## config.mk

```make
export PLATFORM = sky130hd
export DESIGN_NAME = pkt_credit_arb_flat
export DESIGN_NICKNAME = d
export VERILOG_FILES = /design/src/rtl/pkt_credit_arb_if.sv /design/src/rtl/pkt_credit_arb.sv /design/src/flat_wrapper.sv
export SDC_FILE = /design/constraint.sdc
export NUM_CORES = 1
export LEC_CHECK = 0
export BUFFER_PORTS_ARGS = -buffer_cell sky130_fd_sc_hd__buf_2
export CELL_PAD_IN_SITES_DETAIL_PLACEMENT = 0
export CELL_PAD_IN_SITES_GLOBAL_PLACEMENT = 1
export CORE_UTILIZATION = 30
export DETAILED_ROUTE_END_ITERATION = 7
export GPL_ROUTABILITY_DRIVEN = 0
export GPL_TIMING_DRIVEN = 0
export PLACE_DENSITY = 0.94
export RECOVER_POWER = 50
export SYNTH_ARGS = -nofsm -noshare
export SYNTH_HDL_FRONTEND = slang
export SYNTH_SLANG_ARGS = --single-unit
```

## constraint.sdc

```tcl
create_clock -name clk -period 4 [get_ports clk]
set_input_delay 0.4 -clock clk [delete_from_list [all_inputs] [get_ports clk]]
set_output_delay 0.4 -clock clk [all_outputs]
set_load 0.03 [all_outputs]
```

## src/rtl/pkt_credit_arb_if.sv

```systemverilog
`default_nettype none
// +----------------------------------------------------------------------------+
// | Module : pkt_credit_arb_if                                                 |
// | Brief  : Channel-side and sub-system-side signal bundle of pkt_credit_arb. |
// | Rev    : 1.0                                                               |
// +----------------------------------------------------------------------------+
interface pkt_credit_arb_if #(
    parameter int NUM_CH    = 4,
    parameter int DATA_SIZE = 64,
    parameter int ID        = 2,
    parameter int CREDITS   = 16
);
    localparam int C_BEAT_W = DATA_SIZE + ID + 1;
    localparam int C_CNT_W  = $clog2(CREDITS + 1);

    logic [NUM_CH-1:0]          in_valid;
    logic [NUM_CH*C_BEAT_W-1:0] in_bus;
    logic [NUM_CH-1:0]          in_ready;
    logic                       credit_ret;
    logic                       out_valid;
    logic [C_BEAT_W-1:0]        sub_sys_bus;
    logic [C_CNT_W-1:0]         credit_cnt;
    logic                       err;
    logic [1:0]                 err_code;

    modport master (
        output in_valid, in_bus, credit_ret,
        input  in_ready, out_valid, sub_sys_bus, credit_cnt, err, err_code
    );

    modport slave (
        input  in_valid, in_bus, credit_ret,
        output in_ready, out_valid, sub_sys_bus, credit_cnt, err, err_code
    );
endinterface
`default_nettype wire

```

## src/rtl/pkt_credit_arb.sv

```systemverilog
`default_nettype none
// +----------------------------------------------------------------------------+
// | Module : pkt_credit_arb                                                    |
// | Brief  : Round-robin, packet-locked, credit-flow-controlled N:1 arbiter.   |
// | Rev    : 1.0                                                               |
// +----------------------------------------------------------------------------+
module pkt_credit_arb #(
    parameter int NUM_CH        = 4,
    parameter int DATA_SIZE     = 64,
    parameter int ID            = 2,
    parameter int EOP           = 1,
    parameter int CTL_SIZE      = ID + EOP,
    parameter int CREDITS       = 16,
    parameter int MAX_PKT_BEATS = 16
) (
    input  wire logic        clk,
    input  wire logic        rst,
    pkt_credit_arb_if.slave  bus
);
    localparam int C_BEAT_W = DATA_SIZE + CTL_SIZE;
    localparam int C_CNT_W  = $clog2(CREDITS + 1);
    localparam int C_BCNT_W = $clog2(MAX_PKT_BEATS + 1);

    typedef enum logic [0:0] {
        ST_IDLE   = 1'b0,
        ST_LOCKED = 1'b1
    } state_t;

    state_t                r_state, w_state_nxt;
    logic [ID-1:0]         r_owner, w_owner_nxt;
    logic [ID-1:0]         r_last_grant, w_last_grant_nxt;
    logic [C_BCNT_W-1:0]   r_beat_cnt, w_beat_cnt_nxt;
    logic [C_CNT_W-1:0]    r_credit_cnt;
    logic                  r_out_valid;
    logic [C_BEAT_W-1:0]   r_out_bus;
    logic                  r_err;
    logic [1:0]            r_err_code;

    logic [DATA_SIZE-1:0]  w_data_arr [NUM_CH];
    logic [NUM_CH-1:0]     w_eop_arr;
    logic [NUM_CH-1:0]     w_unused_id;
    logic [ID-1:0]         w_sel;
    logic                  w_sel_vld;
    logic [NUM_CH-1:0]     w_ready;
    logic                  w_accept;
    logic                  w_too_long;
    logic                  w_out_eop;
    logic                  w_ovf;

    // The id field of incoming beats carries no meaning; the owner index replaces it.
    for (genvar g = 0; g < NUM_CH; g++) begin : g_slice
        assign w_data_arr[g]  = bus.in_bus[g*C_BEAT_W + CTL_SIZE +: DATA_SIZE];
        assign w_eop_arr[g]   = bus.in_bus[g*C_BEAT_W];
        assign w_unused_id[g] = ^bus.in_bus[g*C_BEAT_W + 1 +: ID];
    end

    // Idle search runs from last_grant+1 with wrap; smallest offset wins.
    always_comb begin
        int v_idx;
        w_sel     = '0;
        w_sel_vld = 1'b0;
        v_idx     = 0;
        if (r_state == ST_LOCKED) begin
            w_sel     = r_owner;
            w_sel_vld = 1'b1;
        end else begin
            for (int k = NUM_CH; k >= 1; k--) begin
                v_idx = (int'(r_last_grant) + k) % NUM_CH;
                if (bus.in_valid[v_idx]) begin
                    w_sel     = ID'(v_idx);
                    w_sel_vld = 1'b1;
                end
            end
        end
    end

    always_comb begin
        w_ready = '0;
        if (rst && w_sel_vld && (r_credit_cnt != '0)) begin
            w_ready[w_sel] = 1'b1;
        end
    end

    assign w_accept   = |(bus.in_valid & w_ready);
    assign w_too_long = w_accept && !w_eop_arr[w_sel]
                        && (r_beat_cnt == C_BCNT_W'(MAX_PKT_BEATS - 1));
    assign w_out_eop  = w_eop_arr[w_sel] | w_too_long;
    assign w_ovf      = bus.credit_ret && !w_accept
                        && (r_credit_cnt == C_CNT_W'(CREDITS));

    always_comb begin
        w_state_nxt      = r_state;
        w_owner_nxt      = r_owner;
        w_last_grant_nxt = r_last_grant;
        w_beat_cnt_nxt   = r_beat_cnt;
        case (r_state)
            ST_IDLE: begin
                if (w_accept) begin
                    if (w_out_eop) begin
                        w_last_grant_nxt = w_sel;
                    end else begin
                        w_state_nxt    = ST_LOCKED;
                        w_owner_nxt    = w_sel;
                        w_beat_cnt_nxt = C_BCNT_W'(1);
                    end
                end
            end
            ST_LOCKED: begin
                if (w_accept) begin
                    if (w_out_eop) begin
                        w_state_nxt      = ST_IDLE;
                        w_last_grant_nxt = r_owner;
                        w_beat_cnt_nxt   = '0;
                    end else begin
                        w_beat_cnt_nxt = r_beat_cnt + C_BCNT_W'(1);
                    end
                end
            end
            default: w_state_nxt = ST_IDLE;
        endcase
    end

    always_ff @(posedge clk or negedge rst) begin
        if (!rst) begin
            r_state      <= ST_IDLE;
            r_owner      <= '0;
            r_last_grant <= ID'(NUM_CH - 1);
            r_beat_cnt   <= '0;
        end else begin
            r_state      <= w_state_nxt;
            r_owner      <= w_owner_nxt;
            r_last_grant <= w_last_grant_nxt;
            r_beat_cnt   <= w_beat_cnt_nxt;
        end
    end

    always_ff @(posedge clk or negedge rst) begin
        if (!rst) begin
            r_out_valid <= 1'b0;
            r_out_bus   <= '0;
        end else begin
            r_out_valid <= w_accept;
            if (w_accept) begin
                r_out_bus <= {w_data_arr[w_sel], w_sel, w_out_eop};
            end
        end
    end

    // A return that would exceed the pool is dropped and flagged instead.
    always_ff @(posedge clk or negedge rst) begin
        if (!rst) begin
            r_credit_cnt <= C_CNT_W'(CREDITS);
        end else if (w_accept && !bus.credit_ret) begin
            r_credit_cnt <= r_credit_cnt - C_CNT_W'(1);
        end else if (!w_accept && bus.credit_ret && !w_ovf) begin
            r_credit_cnt <= r_credit_cnt + C_CNT_W'(1);
        end
    end

    always_ff @(posedge clk or negedge rst) begin
        if (!rst) begin
            r_err      <= 1'b0;
            r_err_code <= 2'b00;
        end else if (!r_err && (w_ovf || w_too_long)) begin
            r_err      <= 1'b1;
            r_err_code <= w_ovf ? 2'b01 : 2'b10;
        end
    end

    assign bus.in_ready    = w_ready;
    assign bus.out_valid   = r_out_valid;
    assign bus.sub_sys_bus = r_out_bus;
    assign bus.credit_cnt  = r_credit_cnt;
    assign bus.err         = r_err;
    assign bus.err_code    = r_err_code;
endmodule
`default_nettype wire

```

## src/flat_wrapper.sv

```systemverilog
// flat-port wrapper written by rule: the top's interface ports become plain ports
module pkt_credit_arb_flat 
#(
    parameter int NUM_CH        = 4,
    parameter int DATA_SIZE     = 64,
    parameter int ID            = 2,
    parameter int EOP           = 1,
    parameter int CTL_SIZE      = ID + EOP,
    parameter int CREDITS       = 16,
    parameter int MAX_PKT_BEATS = 16
)
  (clk, rst, bus_in_valid, bus_in_bus, bus_credit_ret, bus_in_ready, bus_out_valid, bus_sub_sys_bus, bus_credit_cnt, bus_err, bus_err_code);
  pkt_credit_arb_if #(.NUM_CH(NUM_CH), .DATA_SIZE(DATA_SIZE), .ID(ID), .CREDITS(CREDITS)) bus_i ();
  input  wire logic clk;
  input  wire logic rst;
  input wire logic [$bits(bus_i.in_valid)-1:0] bus_in_valid;
  input wire logic [$bits(bus_i.in_bus)-1:0] bus_in_bus;
  input wire logic [$bits(bus_i.credit_ret)-1:0] bus_credit_ret;
  output wire logic [$bits(bus_i.in_ready)-1:0] bus_in_ready;
  output wire logic [$bits(bus_i.out_valid)-1:0] bus_out_valid;
  output wire logic [$bits(bus_i.sub_sys_bus)-1:0] bus_sub_sys_bus;
  output wire logic [$bits(bus_i.credit_cnt)-1:0] bus_credit_cnt;
  output wire logic [$bits(bus_i.err)-1:0] bus_err;
  output wire logic [$bits(bus_i.err_code)-1:0] bus_err_code;
  assign bus_i.in_valid = bus_in_valid;
  assign bus_i.in_bus = bus_in_bus;
  assign bus_i.credit_ret = bus_credit_ret;
  assign bus_in_ready = bus_i.in_ready;
  assign bus_out_valid = bus_i.out_valid;
  assign bus_sub_sys_bus = bus_i.sub_sys_bus;
  assign bus_credit_cnt = bus_i.credit_cnt;
  assign bus_err = bus_i.err;
  assign bus_err_code = bus_i.err_code;
  pkt_credit_arb #(.NUM_CH(NUM_CH), .DATA_SIZE(DATA_SIZE), .ID(ID), .EOP(EOP), .CTL_SIZE(CTL_SIZE), .CREDITS(CREDITS), .MAX_PKT_BEATS(MAX_PKT_BEATS)) u_core (.clk(clk), .rst(rst), .bus(bus_i));
endmodule
```

==> results.toml <==
[job]
max-cap-violations = 0

[clock_network]
path_clk_slew_ns = 0.07
cts-root-buf = "clkbuf_16"
clock_latency_ns = 0.35
clock-sinks = 86
cts_made_buffers = 9
h-tree-depth = 3
cts_tree = "done"
cts_max_path_buffers = 2

[yosys]
syn_nets = 988
synthDominantCellAreaShare_pct = 36.8
avgSynthCellArea_um2 = 7.97
synth-edff-count = 0
synth.ff_latch_count = 86
async_flop_share_pct = 100
yosysWarnings = 0
yosysSeqAreaShare_pct = 38.2
synth_cells = 707
yosysTopAreaCell = "dfrtp_1"
synth_cell_type_count = 49
synthesis.area_um2 = 5640
synth_flop_cell = "dfrtp_1"
ys_top_cells_by_area = "dfrtp_1, nand2_1, a311oi_1, a21o_1, and3_1"

[global_route]
grt_overflow = 0
antenna_found_initial = 0
grt_first_pass_wirelength_um = 36200
grt_pass1_vias = 6510
grt_max_degree = 57
track_usage_pct = 24.4

[critical_path]
crit_chain = "clkbuf_1 > buf_1 > nand2_1 > a21boi_1 > clkbuf_2 > nand2_1 > o21ai_1 > nand2_1 > inv_1 > ha_1 > nor2b_1 > o21ai_0 > nand2b_1 > inv_1 > nor2_1 > a32o_1 > xnor2_1"
rrSetupSlack_ns = 0.32
worst-path-max-fanout = 10
cp_slowest_stage_delay_ns = 0.42
worst_ep_arrival_time_ns = 3.95
path_class = "reg2reg"
slowest_stage = "clkbuf_2"
worstSetupEndpointType = "flip-flop"
required_ns = 4.28
ff2ff_path_depth = 17
cp_common_cell = "nand2_1"
start_kind = "flip-flop"

[sta]
skew_ns = 0.0126
slew_viol_final = 0
hold_viol_final = 0
setup_violations = 0
rsz0062_at_grt = "no"
timing.fmax_ghz = 0.272
slew_headroom_pct = 39.2
post-route-period-util_pct = 91.9
period_needed_ns = 3.68
worst-slew-pin-transition_ns = 0.912

[finish]
stdcell_count = 1301
fill_cells = 1891
post-route-util_pct = 43.7
multi_input_area_um2 = 3200
area_growth_syn_to_layout_pct = 41.3
drive_gt1_share_pct = 32.1
final_common_cell = "buf_2"
final_cell_mix = "buf_2, nand2_1, dfrtp_1"
fin_nets = 1348
n_antenna_cell = 0
seqCellArea_um2 = 2160

[run_status]
run_status = "finished with violations"
violations = "DRC"

[pwr]
p_leak_nw = 4.37
total_power_w = 0.00739
peakVddDrop_uv = 292
power.density_nw_per_um2 = 928

[route]
routed_wl_um = 23900
vias = 6804
drt_iter0_drc = 473
postRouteAntennaNets = 0
routedWlPerCell_um = 18.3
viasPerCell = 5.23
drc_errors = 12
drtPass1Iterations = 8

[die]
initial_core_util_pct = 31.0
io_pins = 355
die-height_um = 139
fp.dieW_um = 139
core.rowCount = 49
core_area_um2 = 18200
dieArea_um2 = 19300

[placement]
portBuffers = 346
dp_cells = 1283
dp_hpwl_um = 18500

[min_path]
min_path_type = "in2async"
power by group:
| group | internal, W | total [W] | switching (W) |
|---|---|---|---|
| registers | 0.00130 | 0.00155 | 0.000248 |
| clock network | 0.000493 | 0.000885 | 0.000393 |
| logic | 0.00159 | 0.00495 | 0.00336 |
| total | 0.00339 | 0.00739 | 0.00400 |
worst paths after layout:
| check | start | endpoint |
|---|---|---|
| worst max register to register | flip-flop | u_core.bus.credit_cnt[4]$_DFFE_PN1P_ |
| min in group clk | bus_in_bus[76] | u_core.bus.sub_sys_bus[9]$_DFFE_PN0P_ |
| worst min-delay path | rst | u_core.bus.credit_cnt[1]$_DFFE_PN0P_ |
| max in group asynchronous | rst | u_core.bus.sub_sys_bus[58]$_DFFE_PN0P_ |
| worst min register to register | u_core.bus.sub_sys_bus[8]$_DFFE_PN0P_ | u_core.bus.sub_sys_bus[8]$_DFFE_PN0P_ |
| worst max-delay path | flip-flop | u_core.bus.credit_cnt[4]$_DFFE_PN1P_ |
per-layer routing:
metal  track usage (%)  up-vias  part of all wire (%)
met2              41.0      338                    49
met4              8.71        0                   2.3
met5                 0        -                     0
met3              3.25       35                   5.9
li1                  -     3220                     -
met1              31.9     3211                    43
synth_stat cells, types with 2 or more instances:
cell type,n
nand2_1,245
dfrtp_1,83
a21o_1,55
and3_1,55
a311oi_1,54
clkbuf_1,46
mux2i_1,24
nor2_1,15
a21oi_1,14
inv_1,14
o21ai_1,14
a22o_1,6
a31oi_1,6
buf_1,5
buf_2,5
ha_1,5
nand3_1,5
a32o_1,4
and2_1,4
nand2b_1,4
xnor2_1,4
dfstp_2,3
nor3_1,3
o21ai_0,3
a221o_1,2
mux2_2,2
nor2b_1,2
nor3b_1,2
o21a_1,2
o2bb2ai_1,2
layout make-up:
| cell class | instances | area share [%] |
|---|---|---|
| buffer | 56 | 2.84 |
| clock inverter | 7 | 0.990 |
| inverter | 15 | 0.707 |
| tap | 229 | 3.60 |
| multi-input combinational | 549 | 40.2 |
| sequential | 86 | 27.1 |
| timing repair buffer | 350 | 21.8 |
| clock buffer | 9 | 2.83 |
through the flow:
| stage | setup WS, ns | setup TNS (ns) | instance area, µm² | hold slack, ns |
|---|---|---|---|---|
| 6_report | 0.323 | 0 | 7970 | 0.00190 |
| 5_1_grt | 0.0476 | 0 | 7970 | 0.0243 |
| 4_1_cts | 0.0728 | 0 | 8020 | 0.0124 |
| 3_5_place_dp | -0.0707 | -0.150 | 7690 | 0.397 |
| 3_3_place_gp | -0.121 | -0.292 | 7660 | 0.456 |
| 2_1_floorplan | 0.756 | 0 | 5640 | 0.104 |
worst max-delay path: cells and delay by family (launching register included):
family / cells / cell delay (ns)
buffers and inverters: 5 / 1.18
AOI/OAI and AO/OA: 4 / 0.96
and+or+nand+nor: 6 / 0.67
DFF: 1 / 0.36
adders and majority gates: 1 / 0.27
xor gates and xnor gates: 1 / 0.15
flip-flops by register name, indices dropped and copies added, names as in the netlist, named ones only:
signal                  flops
u_core.bus.credit_cnt       5
u_core.r_owner              2
u_core.bus.err              1
u_core.bus.err_code         2
u_core.bus.sub_sys_bus     67
u_core.r_beat_cnt           5
u_core.bus.out_valid        1
u_core.r_last_grant         2
cells by family (layout without fill, tap and decap cells):
logic type / count (synthesis) / after routing / share of synthesized area [%]
compound gates: 174 / 174 / 24.0
xor+xnor: 4 / 4 / 0.621
fa+ha+maj: 6 / 6 / 1.46
buf+inv: 72 / 437 / 4.97
flops: 86 / 86 / 38.2
mux: 27 / 27 / 4.86
simple gates: 338 / 338 / 25.9
what timing repair did:
action / in CTS / in global routing
pin swaps: 1 / 0
setup endpoints to repair: 4 / 5
resized for setup: 3 / 4
hold endpoints to repair: 0 / 0
buffers inserted: 3 / 0
hold buffers: 0 / 0
(Power assumes the default switching activity.)
